$ cat src/rtl/ring_stop_arb_if.sv
// Ring stop bus bundle: upstream ring FIFO head, local injection port,
// ejection port and forward port toward the next stop.
interface ring_stop_arb_if #(
    parameter int WIDTH = 32
);
    logic             iRingVld;
    logic [WIDTH-1:0] iRingDat;
    logic             oRingRdEn;
    logic             iLocVld;
    logic [WIDTH-1:0] iLocDat;
    logic             oLocRdy;
    logic             oEjVld;
    logic [WIDTH-1:0] oEjDat;
    logic             iEjRdy;
    logic             oOutVld;
    logic [WIDTH-1:0] oOutDat;
    logic             iOutFul;

    // Stop-side view.
    modport slave (
        input  iRingVld, iRingDat, iLocVld, iLocDat, iEjRdy, iOutFul,
        output oRingRdEn, oLocRdy, oEjVld, oEjDat, oOutVld, oOutDat
    );

    // Environment-side view (FIFOs, local agent, sink).
    modport master (
        output iRingVld, iRingDat, iLocVld, iLocDat, iEjRdy, iOutFul,
        input  oRingRdEn, oLocRdy, oEjVld, oEjDat, oOutVld, oOutDat
    );
endinterface

$ cat src/rtl/ring_stop_arb.sv
// Ring stop: ejects flits addressed to this node, forwards the rest, and
// arbitrates the forward slot between ring traffic and local injection
// with a starvation override for the local port.
module ring_stop_arb #(
    parameter int WIDTH      = 32,
    parameter int ID_W       = 4,
    parameter int NODE_ID    = 0,
    parameter int STARVE_MAX = 4
) (
    input  logic           clk,
    input  logic           rst,
    ring_stop_arb_if.slave bus
);
    localparam logic [3:0] STARVE_LIM = 4'(STARVE_MAX);

    logic             ej_vld;
    logic [WIDTH-1:0] ej_dat;
    logic             out_vld;
    logic [WIDTH-1:0] out_dat;
    logic [3:0]       starveCnt;

    logic ring_is_ej;
    logic ring_ej;
    logic ring_fw;
    logic ej_free;
    logic out_free;
    logic override;
    logic loc_grant;
    logic ej_go;
    logic fw_go;
    logic loc_go;

    // Classify the ring head and decide which transfers happen this cycle.
    always_comb begin
        ring_is_ej = (bus.iRingDat[WIDTH-1 -: ID_W] == ID_W'(NODE_ID));
        ring_ej    = bus.iRingVld && ring_is_ej;
        ring_fw    = bus.iRingVld && !ring_is_ej;
        ej_free    = !ej_vld || bus.iEjRdy;
        out_free   = !out_vld || !bus.iOutFul;
        // Override only matters while a local flit is actually waiting.
        override   = bus.iLocVld && (starveCnt == STARVE_LIM);
        loc_grant  = !ring_fw || override;
        loc_go     = rst && bus.iLocVld && out_free && loc_grant;
        fw_go      = rst && ring_fw && out_free && !override;
        ej_go      = rst && ring_ej && ej_free;
    end

    assign bus.oRingRdEn = ej_go || fw_go;
    assign bus.oLocRdy   = loc_go;
    assign bus.oEjVld    = ej_vld;
    assign bus.oEjDat    = ej_dat;
    assign bus.oOutVld   = out_vld;
    assign bus.oOutDat   = out_dat;

    // Ejection register: load on pop, drop valid once the sink takes it.
    always_ff @(posedge clk) begin
        if (!rst) begin
            ej_vld <= 1'b0;
            ej_dat <= '0;
        end else if (ej_go) begin
            ej_vld <= 1'b1;
            ej_dat <= bus.iRingDat;
        end else if (ej_vld && bus.iEjRdy) begin
            ej_vld <= 1'b0;
        end
    end

    // Forward register: load the granted flit, clear after a transfer.
    always_ff @(posedge clk) begin
        if (!rst) begin
            out_vld <= 1'b0;
            out_dat <= '0;
        end else if (loc_go) begin
            out_vld <= 1'b1;
            out_dat <= bus.iLocDat;
        end else if (fw_go) begin
            out_vld <= 1'b1;
            out_dat <= bus.iRingDat;
        end else if (out_vld && !bus.iOutFul) begin
            out_vld <= 1'b0;
        end
    end

    // Starvation counter: counts blocked local cycles, saturating.
    always_ff @(posedge clk) begin
        if (!rst) begin
            starveCnt <= '0;
        end else if (loc_go) begin
            starveCnt <= '0;
        end else if (bus.iLocVld && (starveCnt != STARVE_LIM)) begin
            starveCnt <= starveCnt + 4'd1;
        end
    end
endmodule

$ cat src/flat_wrapper.sv
// flat-port wrapper written by rule: the top's interface ports become plain ports
module ring_stop_arb_flat 
#(
    parameter int WIDTH      = 32,
    parameter int ID_W       = 4,
    parameter int NODE_ID    = 0,
    parameter int STARVE_MAX = 4
)
  (clk, rst, bus_iRingVld, bus_iRingDat, bus_iLocVld, bus_iLocDat, bus_iEjRdy, bus_iOutFul, bus_oRingRdEn, bus_oLocRdy, bus_oEjVld, bus_oEjDat, bus_oOutVld, bus_oOutDat);
  ring_stop_arb_if #(.WIDTH(WIDTH)) bus_i ();
  input  logic clk;
  input  logic rst;
  input wire logic [$bits(bus_i.iRingVld)-1:0] bus_iRingVld;
  input wire logic [$bits(bus_i.iRingDat)-1:0] bus_iRingDat;
  input wire logic [$bits(bus_i.iLocVld)-1:0] bus_iLocVld;
  input wire logic [$bits(bus_i.iLocDat)-1:0] bus_iLocDat;
  input wire logic [$bits(bus_i.iEjRdy)-1:0] bus_iEjRdy;
  input wire logic [$bits(bus_i.iOutFul)-1:0] bus_iOutFul;
  output wire logic [$bits(bus_i.oRingRdEn)-1:0] bus_oRingRdEn;
  output wire logic [$bits(bus_i.oLocRdy)-1:0] bus_oLocRdy;
  output wire logic [$bits(bus_i.oEjVld)-1:0] bus_oEjVld;
  output wire logic [$bits(bus_i.oEjDat)-1:0] bus_oEjDat;
  output wire logic [$bits(bus_i.oOutVld)-1:0] bus_oOutVld;
  output wire logic [$bits(bus_i.oOutDat)-1:0] bus_oOutDat;
  assign bus_i.iRingVld = bus_iRingVld;
  assign bus_i.iRingDat = bus_iRingDat;
  assign bus_i.iLocVld = bus_iLocVld;
  assign bus_i.iLocDat = bus_iLocDat;
  assign bus_i.iEjRdy = bus_iEjRdy;
  assign bus_i.iOutFul = bus_iOutFul;
  assign bus_oRingRdEn = bus_i.oRingRdEn;
  assign bus_oLocRdy = bus_i.oLocRdy;
  assign bus_oEjVld = bus_i.oEjVld;
  assign bus_oEjDat = bus_i.oEjDat;
  assign bus_oOutVld = bus_i.oOutVld;
  assign bus_oOutDat = bus_i.oOutDat;
  ring_stop_arb #(.WIDTH(WIDTH), .ID_W(ID_W), .NODE_ID(NODE_ID), .STARVE_MAX(STARVE_MAX)) u_core (.clk(clk), .rst(rst), .bus(bus_i));
endmodule
$ cat config.mk
export PLATFORM = sky130hd
export DESIGN_NAME = ring_stop_arb_flat
export DESIGN_NICKNAME = d
export VERILOG_FILES = /design/src/rtl/ring_stop_arb_if.sv /design/src/rtl/ring_stop_arb.sv /design/src/flat_wrapper.sv
export SDC_FILE = /design/constraint.sdc
export NUM_CORES = 1
export LEC_CHECK = 0
export ABC_AREA = 1
export CORE_ASPECT_RATIO = 1.25
export CORE_UTILIZATION = 44
export DETAILED_ROUTE_END_ITERATION = 7
export PLACE_DENSITY = 0.85
export RECOVER_POWER = 100
export SETUP_SLACK_MARGIN = 0.5
export SLEW_MARGIN = 20
export SYNTH_ARGS = -nofsm -noshare
export SYNTH_HDL_FRONTEND = slang
export SYNTH_SLANG_ARGS = --single-unit
$ cat constraint.sdc
create_clock -name clk -period 1.9 [get_ports clk]
set_input_delay 0.19 -clock clk [delete_from_list [all_inputs] [get_ports clk]]
set_output_delay 0.19 -clock clk [all_outputs]
set_load 0.05 [all_outputs]
---- Word level (Yosys, flattened, before mapping) ----
Index checks and enable logic that the tools add are counted.
storage, ports and cells
  bits in registers ....................... 70
  latch bits .............................. 0
  RAM bits ................................ 0
  memory bits (read-only) ................. 0
  input bits .............................. 70
  output and inout port bits .............. 68
  logic and storage cells ................. 45
  memories ................................ 0
operators by class
  $add $sub $neg .......................... 1
  multipliers ............................. 0
  div/mod/pow operators ................... 0
  order comparisons ....................... 0
  equality and inequality tests ........... 2
  shift operators ......................... 0
  multiplexer cells ....................... 7
  bitwise operators ....................... 1
  reduce and logical (&&, ||, !) cells .... 29
operator list
  operator               count
  $mux W32               2
  $logic_and A1 B1 Y1    14
  $logic_not A1 Y1       6
  $mux W1                5
  $add A4 B1 Y4 const B  1
  $eq A4 B3 Y1 const B   1
  $logic_not A4 Y1       1
  $logic_or A1 B1 Y1     4
  $ne A4 B3 Y1 const B   1
  $reduce_bool A2 Y1     2
  $reduce_bool A3 Y1     1
  $reduce_or A2 Y1       1
  $not A1 Y1             1

---- Longest topological paths before layout ----
Gate-level depths: netlist of run 1.
  depth after elaboration ................. 8
  gate-level depth with buffers ........... 10

---- Least setup slack after synthesis of run 1 ----
Ideal clock, no wire load.
  path type ............................... flip-flop to output port
  from .................................... reg u_core.out_vld, in the netlist u_core.bus.oOutVld
  to ...................................... out bus_oRingRdEn
  data arrival time ....................... 1.541 ns
  required time ........................... 1.710 ns
  slack ................................... 0.169 ns
  stages on the path, launching flop included .. 7
  buffers on the path ..................... 1
  path through ............................ dfxtp_1 nand2_1 nand2_4 inv_2 nand4_4 buf_2 nand2_1
on the way
  cells in the longest elaborated chain, start to end .. 5
ends and longest elaborated chain
  item                               RTL line             source
  start, declared                    ring_stop_arb.sv:18  logic out_vld;
  start signal, assigned             ring_stop_arb.sv:71  out_vld <= 1'b0;
  start signal, assigned             ring_stop_arb.sv:74  out_vld <= 1'b1;
  start signal, assigned             ring_stop_arb.sv:77  out_vld <= 1'b1;
  $logic_not A1 Y1                   ring_stop_arb.sv:39  out_free = !out_vld || !bus.iOutFul;
  $logic_or A1 B1 Y1                 ring_stop_arb.sv:39
  $logic_and A1 B1 Y1 (2 in series)  ring_stop_arb.sv:44  fw_go = rst && ring_fw && out_free && !override;
  $logic_or A1 B1 Y1                 ring_stop_arb.sv:48  assign bus.oRingRdEn = ej_go || fw_go;
  end, declared                      flat_wrapper.sv:19   output wire logic [$bits(bus_i.oRingRdEn)-1:0] bus_oRingRdEn;
Every way passes these cells.

---- Final worst setup path of run 1 ----
  from .................................... reg u_core.starveCnt[0]
  to ...................................... out bus_oLocRdy
on the way
  cells in the longest elaborated chain, start to end .. 4
ends and longest elaborated chain
  item                    RTL line             source
  start, declared         ring_stop_arb.sv:20  logic [3:0] starveCnt;
  start signal, assigned  ring_stop_arb.sv:91  starveCnt <= starveCnt + 4'd1;
  $eq A4 B3 Y1            ring_stop_arb.sv:41  override = bus.iLocVld && (starveCnt == STARVE_LIM);
  $logic_and A1 B1 Y1     ring_stop_arb.sv:41
  $logic_or A1 B1 Y1      ring_stop_arb.sv:42  loc_grant = !ring_fw || override;
  $logic_and A1 B1 Y1     ring_stop_arb.sv:43  loc_go = rst && bus.iLocVld && out_free && loc_grant;
  end, declared           flat_wrapper.sv:20   output wire logic [$bits(bus_i.oLocRdy)-1:0] bus_oLocRdy;
Every way passes these cells.

==> results.json, run 1 <==
{
  "outcome": "complete, no violations",
  "htree_levels": 3,
  "clk_pin_slew_ns": 0.07,
  "diodes": 0,
  "yosysTopAreaCell": "dfxtp_1",
  "grt-ovfl-total": 0,
  "regToRegStartpoint": "u_core.starveCnt[0]",
  "cp.required_ns": 1.71,
  "cp_max_fo": 2,
  "finalSetupTns_ns": 0,
  "critPathTopFamily": "simple AND/OR/NAND/NOR gates",
  "synth_common_cells": "nand2_1, nor2_1, dfxtp_1, a21oi_1, nand3b_1",
  "yosys-top-cells-area": "dfxtp_1, nand2_1, nor2_1",
  "fmax_ghz": 0.580,
  "worstMarginPinSlew_ns": 0.671,
  "drive_gt1_share_pct": 19.7,
  "syn_avg_cell_area_sq_um": 7.45,
  "grt_pass1_vias": 3652,
  "synthArstFlopShare_pct": 0,
  "cap_violations": 0,
  "grt_use_total_pct": 26.3,
  "grt_pass1_wl_mm": 16.8,
  "synth-seq-cells": 70,
  "wl_per_cell_um": 15.7,
  "slowest_delay_ns": 0.33,
  "fin_nets": 689,
  "drt-initial-drc-count": 141,
  "gp_congestion": 0.795,
  "routed_wl_mm": 11.2,
  "clock_sinks": 70,
  "regToRegSetupSlack_ns": 0.21,
  "syn_inst": 469,
  "rsz0062_at_grt": "yes",
  "clock-root-buffer": "clkbuf_8",
  "finClkSkew_ns": 0.00626,
  "worstHoldPathCells": 4,
  "path_class": "flip-flop to output port",
  "yosys.area.top_type_share_pct": 40.1,
  "critPathSlowestCell": "dfxtp_2",
  "syn_area_sq_um": 3490,
  "dp.cells": 678,
  "grt_max_degree": 39,
  "layout_min_cycle_time_ns": 1.72,
  "cp.arrival_ns": 1.53,
  "r2r_end": "u_core.bus.oOutDat[17]",
  "boundaryPins": 138,
  "grt_antenna_before_repair": 0,
  "synthMostInstantiatedCell": "nand2_1",
  "syn_to_final_growth_pct": 54.1,
  "fin_crit_sh_pct": 90.8,
  "synth_edf_count": 0,
  "power.density_nw_per_um2": 715,
  "setup.worst_path.start": "u_core.starveCnt[0]",
  "cp_num_buf_inv": 3,
  "relSlewSlack_pct": 55.5,
  "clk_latency_ns": 0.34,
  "die-area_sq_um": 8300,
  "yosysUniqueCellTypes": 27,
  "slew_viol_final": 0,
  "cts.path.max_buffers": 2,
  "hpwlAfterDp_mm": 7.26,
  "ir_drop_uv": 483,
  "dr_total_vias": 3750,
  "cts_tree": "yes",
  "yosysWarnings": 0,
  "dieWidth_um": 81.7,
  "ys_seq_area_share_pct": 40.1,
  "postCtsHoldBufs": 0,
  "rows": 35,
  "cts_buffers": 9,
  "drc": 0,
  "drtAntennaViolNets": 0,
  "hold_viol": 0,
  "instances_no_fill": 712,
  "coreArea_sq_um": 7530,
  "finalSetupViolations": 0,
  "initial_utilization_pct": 46.4,
  "r2r_cells": 11,
  "port_buffers": 137,
  "post_drt_via_cell_ratio": 5.27,
  "dr.pass1.iters": 4,
  "hold_class": "input pin to flip-flop",
  "crit_end": "bus_oLocRdy",
  "die_y_um": 102,
  "path_cells": "inv_1 > ha_4 > nand4_4 > nand3_4 > nand2_1 > clkinvlp_4 > buf_6",
  "synthFlopType": "dfxtp_1",
  "synth_nets": 541,
  "leakagePower_uw": 0.00221,
  "end_kind": "output port",
  "worstSetupStartpointType": "flip-flop",
  "worst-path-stages": 7
}
cell type report:
class / count / area, sq um
Fill cell: 593 / 2150
Multi-Input combinational cell: 328 / 1920
Timing Repair Buffer: 173 / 1620
Sequential cell: 70 / 1410
Clock buffer: 13 / 169
Inverter: 35 / 135
Tap cell: 92 / 115
Clock inverter: 1 / 5.00
cell usage in the layout (no fill, tap or decap), types with 5 or more instances in the layout:
| master | instances |
|---|---|
| a21boi_0 | 5 |
| clkdlybuf4s50_1 | 67 |
| inv_1 | 30 |
| nand2_4 | 15 |
| clkbuf_1 | 42 |
| nand3b_1 | 32 |
| dfxtp_1 | 66 |
| nand3_1 | 14 |
| nand3_2 | 20 |
| a21oi_1 | 50 |
| buf_4 | 11 |
| clkdlybuf4s25_1 | 26 |
| nor2_2 | 10 |
| nand2_1 | 62 |
| o21ai_0 | 12 |
| buf_12 | 11 |
| nor2_4 | 5 |
| o21ai_1 | 16 |
| buf_6 | 7 |
| nand2_2 | 6 |
| clkbuf_8 | 12 |
| nor2_1 | 68 |
power by group:
| group | internal, uW | switching, uW |
|---|---|---|
| Clock | 566 | 546 |
| Sequential | 1540 | 37.8 |
| Combinational | 473 | 682 |
| Total | 2580 | 1270 |
kinds of logic after synthesis:
group                    Yosys count  synth area share, %
flip-flops                        70                 40.1
adder cells (fa/ha/maj)            2                0.716
AND/OR/NAND/NOR                  236                 34.7
AO/OA/AOI/OAI                     88                 13.2
buffers and inverters             71                 10.7
XOR/XNOR                           2                0.502
how the worst min path moves through the flow:
stage,startpoint,to
after floorplan,bus_iRingDat[0],u_core.bus.oEjDat[0]
after global placement,u_core.bus.oEjDat[28],u_core.bus.oEjDat[28]
after detailed placement,u_core.bus.oEjDat[30],u_core.bus.oEjDat[30]
after CTS,rst,u_core.bus.oOutDat[31]
after global routing,rst,u_core.bus.oOutDat[25]
final,rst,u_core.bus.oOutDat[0]
worst reg2reg max path, delay by kind of cell (launching register included):
kind,cells,cell delay [ns]
AND/OR/NAND/NOR,6,0.59
flip-flops,1,0.34
adder cells (fa/ha/maj),1,0.17
buffers and inverters,4,0.49
layer usage:
metal	wire length, um	global-route usage, %
met1	4160	28.2
met2	5960	47.2
met4	332	13.0
met5	0	0
met3	753	6.49
flip-flops by register name, summed over array words and instances (netlist names):
name and cells:
u_core.bus.oEjVld 1, u_core.starveCnt 4, u_core.bus.oOutVld 1, u_core.bus.oEjDat 32, u_core.bus.oOutDat 32
per-stage QoR:
step | util (%) | instance area, sq um | hold slack (ns) | worst slack, ns | power [uW]
finish | 71.4 | 5380 | 0.380 | 0.176 | 3850
global route | 71.4 | 5380 | 0.402 | 0.105 | 3990
CTS | 72.3 | 5450 | 0.374 | 0.257 | 3810
detailed placement | 66.5 | 5010 | 0.446 | 0.101 | 2660
global placement | 66.5 | 5010 | 0.428 | 0.147 | 2630
floorplan | - | 3550 | 0.339 | 0.513 | 2260
what timing repair did:
| action | 4_1_cts | 5_1_grt |
|---|---|---|
| gates resized for setup | 121 | 130 |
| buffers inserted | 13 | 2 |
| pin swaps | 9 | 36 |
| endpoints found under the setup margin | 102 | 99 |
| gates cloned | 4 | 1 |
No activity file was read; power rests on OpenSTA's default activity.
==> run 2: changes to the inputs <==
Settings changed: CORE_MARGIN from default to 2, CORE_UTILIZATION 44 to 30, PLACE_DENSITY 0.85 to 0.63.
==> results.json, run 2 (synthesized netlist as in run 1, its figures left out) <==
{
  "cts.path.max_buffers": 2,
  "slew_viol_final": 0,
  "dr.pass1.iters": 4,
  "postCtsHoldBufs": 0,
  "cts_tree": "yes",
  "end_kind": "output port",
  "hold_class": "input pin to flip-flop",
  "clk_latency_ns": 0.34,
  "grt-ovfl-total": 0,
  "coreArea_sq_um": 11500,
  "dieWidth_um": 101,
  "diodes": 0,
  "grt_use_total_pct": 18.1,
  "cp.required_ns": 1.71,
  "mostFrequentLayoutCells": "nand2_1, nor2_1, dfxtp_1, clkdlybuf4s50_1, a21oi_1",
  "fill_cells": 1148,
  "hold_viol": 0,
  "cp_max_fo": 2,
  "dr_total_vias": 3569,
  "ir_drop_uv": 389,
  "rsz0062_at_grt": "yes",
  "grt_antenna_before_repair": 0,
  "leakagePower_uw": 0.00229,
  "fmax_ghz": 0.583,
  "initial_utilization_pct": 30.4,
  "fin_nets": 687,
  "rows": 44,
  "drive_gt1_share_pct": 15.8,
  "drc": 0,
  "grt_pass1_wl_mm": 17.8,
  "finalSetupViolations": 0,
  "die-area_sq_um": 12500,
  "outcome": "complete, no violations",
  "clock-root-buffer": "clkbuf_16",
  "fin_area_sq_um": 5550,
  "gp_congestion": 0.782,
  "htree_levels": 3,
  "wl_per_cell_um": 14.7,
  "clk_pin_slew_ns": 0.05,
  "worstSetupStartpointType": "flip-flop",
  "fin_crit_sh_pct": 90.3,
  "syn_to_final_growth_pct": 58.8,
  "cts_buffers": 9,
  "post_drt_via_cell_ratio": 4.71,
  "layout_commonest_cell": "nand2_1",
  "boundaryPins": 138,
  "hpwlAfterDp_mm": 7.38,
  "worstMarginPinSlew_ns": 0.649,
  "drt-initial-drc-count": 159,
  "grt_pass1_vias": 3614,
  "cp.arrival_ns": 1.53,
  "finClkSkew_ns": 0.00530,
  "clock_sinks": 70,
  "routed_wl_mm": 11.2,
  "die_y_um": 125,
  "finalSetupTns_ns": 0,
  "power.density_nw_per_um2": 866,
  "relSlewSlack_pct": 56.9,
  "grt_max_degree": 38,
  "cap_violations": 0,
  "drtAntennaViolNets": 0,
  "port_buffers": 137,
  "dpl-instance-area_sq_um": 5060,
  "layout_min_cycle_time_ns": 1.72,
  "path_class": "flip-flop to output port"
}
run 2: cell types whose count changed in the layout (fill, tap and decap cells not counted), sizes merged:
| cell | before | now |
|---|---|---|
| buf | 35 | 29 |
| clkdlybuf4s50 | 67 | 63 |
| bufbuf | 0 | 1 |
| clkbuf | 57 | 53 |
| clkdlybuf4s25 | 26 | 30 |
| bufinv | 0 | 4 |
| dlymetal6s2s | 0 | 1 |
| dlygate4sd3 | 0 | 1 |
| dlygate4sd2 | 1 | 4 |
run 2: worst max-delay path, stage by stage (launching register included):
cell	delay (ns)
dfxtp_1	0.35
inv_2	0.06
ha_4	0.16
nand4_4	0.12
nand3_4	0.08
nand2_1	0.14
clkinvlp_4	0.12
buf_12	0.15
run 2: what timing repair did:
| item | 4_1_cts | 5_1_grt |
|---|---|---|
| gates cloned | 4 | 2 |
| setup buffers | 11 | 3 |
| pin swaps | 9 | 8 |
| endpoints found under the setup margin | 100 | 108 |
| gates resized for setup | 134 | 61 |
run 2: power by group:
group          switching [uW]  internal, uW
Combinational             637           435
Clock                     656          1490
Sequential               40.5          1550
Total                    1330          3470
run 2: path summary, 6_finish.rpt:
path | startpoint | cells past startpoint | slack (ns) | end
setup / recovery | u_core.starveCnt[0] | 7 | 0.18 | bus_oLocRdy
hold / removal | bus_iLocVld | 3 | 0.25 | u_core.bus.oOutVld
setup reg to reg | u_core.starveCnt[0] | 11 | 0.23 | u_core.bus.oOutDat[24]
hold reg to reg | u_core.bus.oEjDat[29] | 2 | 0.44 | u_core.bus.oEjDat[29]
run 2: routing by layer:
layer / routed length (um) / GRT usage, %
met5: 0 / 0
met4: 248 / 7.49
met3: 669 / 5.39
met2: 5660 / 30.5
met1: 4590 / 21.0
run 2: per-stage QoR:
stage                     total power, uW  hold WS (ns)  cells  utilization, %  worst slack, ns
after floorplan                      2260         0.339    469               -            0.513
after global placement               2650         0.428    722            44.0            0.112
after detailed placement             2660         0.429    722            44.0           0.0706
after CTS                            4870         0.373    753            49.5            0.277
after global routing                 5000         0.305    758            48.2            0.119
final                                4800         0.254    758            48.2            0.185
run 2: cell type report:
class | count | area [sq um] | area share [%]
inverter | 35 | 145 | 2.62
clock buffer | 11 | 253 | 4.56
timing repair buffer | 171 | 1660 | 29.9
tap | 138 | 173 | 3.11
sequential | 70 | 1410 | 25.4
multi-input combinational | 328 | 1780 | 32.1
clock inverter | 5 | 129 | 2.32
==> run 3: changes to the inputs <==
Settings changed: MAX_ROUTING_LAYER from default to met4.
==> results.json, run 3 (synthesized netlist as in run 1, its figures left out) <==
{
  "outcome": "complete, no violations",
  "dieWidth_um": 101,
  "drtAntennaViolNets": 0,
  "instances_no_fill": 758,
  "hold_viol": 0,
  "drc": 0,
  "drt-initial-drc-count": 161,
  "cp_max_fo": 2,
  "finClkSkew_ns": 0.00532,
  "grt_pass1_vias": 3628,
  "port_buffers": 137,
  "post_drt_via_cell_ratio": 4.69,
  "worstSetupStartpointType": "flip-flop",
  "hold_class": "input pin to flip-flop",
  "finalSetupTns_ns": 0,
  "clk_pin_slew_ns": 0.05,
  "die-area_sq_um": 12500,
  "coreArea_sq_um": 11500,
  "met3_length_um": 610,
  "wl_per_cell_um": 14.7,
  "final_core_util_pct": 48.2,
  "ir_drop_uv": 385,
  "dp.cells": 722,
  "cp.required_ns": 1.71,
  "cts.path.max_buffers": 2,
  "clock-root-buffer": "clkbuf_16",
  "maxUsedRoutingLayer": "met4",
  "syn_to_final_growth_pct": 58.7,
  "mostFrequentLayoutCells": "nand2_1, nor2_1, dfxtp_1, clkdlybuf4s50_1, a21oi_1",
  "slew_viol_final": 0,
  "fin_crit_sh_pct": 90.2,
  "layout_min_cycle_time_ns": 1.71,
  "diodes": 0,
  "fmax_ghz": 0.584,
  "dr_total_vias": 3555,
  "path_class": "flip-flop to output port",
  "layout_commonest_cell": "nand2_1",
  "relSlewSlack_pct": 57.0,
  "end_kind": "output port",
  "dr.pass1.iters": 4,
  "cap_violations": 0,
  "grt_max_degree": 38,
  "clock_sinks": 70,
  "gp_congestion": 0.793,
  "clk_latency_ns": 0.34,
  "die_y_um": 125,
  "power.density_nw_per_um2": 866,
  "worstMarginPinSlew_ns": 0.648,
  "initial_utilization_pct": 30.4,
  "finalPower_uw": 4800,
  "rsz0062_at_grt": "yes",
  "cp.arrival_ns": 1.52,
  "fin_nets": 687,
  "whs_ns": 0.256,
  "cts_tree": "yes",
  "grt_use_total_pct": 18.5,
  "leakagePower_uw": 0.00229,
  "grt-ovfl-total": 0,
  "route.met2.wl_mm": 5.61,
  "wl_met1_mm": 4.66,
  "routed_wl_mm": 11.2,
  "finalSetupViolations": 0,
  "rows": 44,
  "hpwlAfterDp_mm": 7.38,
  "cts_buffers": 9,
  "boundaryPins": 138,
  "htree_levels": 3,
  "drive_gt1_share_pct": 15.5,
  "grt_antenna_before_repair": 0,
  "grt_pass1_wl_mm": 17.8
}
## run 3: worst max-delay path, stage by stage, from the launching register on
cell        delay [ns]
dfxtp_1           0.35
inv_2             0.06
ha_4              0.16
nand4_4           0.12
nand3_4           0.08
nand2_1           0.14
clkinvlp_4        0.12
buf_12            0.15
## run 3: routing by layer
metal  vias to the layer above  track usage (%)
met5                         -                -
met4                         0             7.01
met3                        19             4.88
met2                       106             30.6
met1                      1620             21.4
li1                       1810                -
## run 3: per-stage QoR
step,instance area [sq um],setup WS (ns)
floorplan,3550,0.513
global placement,5060,0.112
finish,5540,0.187
detailed placement,5060,0.0706
global route,5540,0.119
CTS,5690,0.277
## run 3: path summary, 6_finish.rpt
check                              from                      to  slack [ns]  cells past startpoint
setup reg to reg    u_core.starveCnt[0]  u_core.bus.oOutDat[24]        0.23                     11
setup / recovery    u_core.starveCnt[0]             bus_oLocRdy        0.19                      7
hold / removal              bus_iLocVld      u_core.bus.oOutVld        0.26                      3
hold reg to reg   u_core.bus.oEjDat[29]   u_core.bus.oEjDat[29]        0.44                      2
## run 3: layout make-up
cell class              count  area, sq um
repair buffers            171         1660
clock buffers              11          253
flip-flops and latches     70         1410
inverters                  35          145
well taps                 138          173
multi-input cells         328         1780
fillers                  1149         5960
clock inverters             5          129
## run 3: report_power, final
| group | internal, uW | switching (uW) | leakage (uW) |
|---|---|---|---|
| Sequential | 1550 | 40.3 | 0.000573 |
| Clock | 1490 | 654 | 0.000186 |
| Combinational | 434 | 636 | 0.00153 |
| Total | 3470 | 1330 | 0.00229 |
## run 3: what timing repair did
item | CTS | global route
buffers inserted | 11 | 3
setup endpoints to repair | 100 | 108
hold buffers | 0 | 0
gates resized for setup | 134 | 59
pin swaps | 9 | 7
cloned | 4 | 2
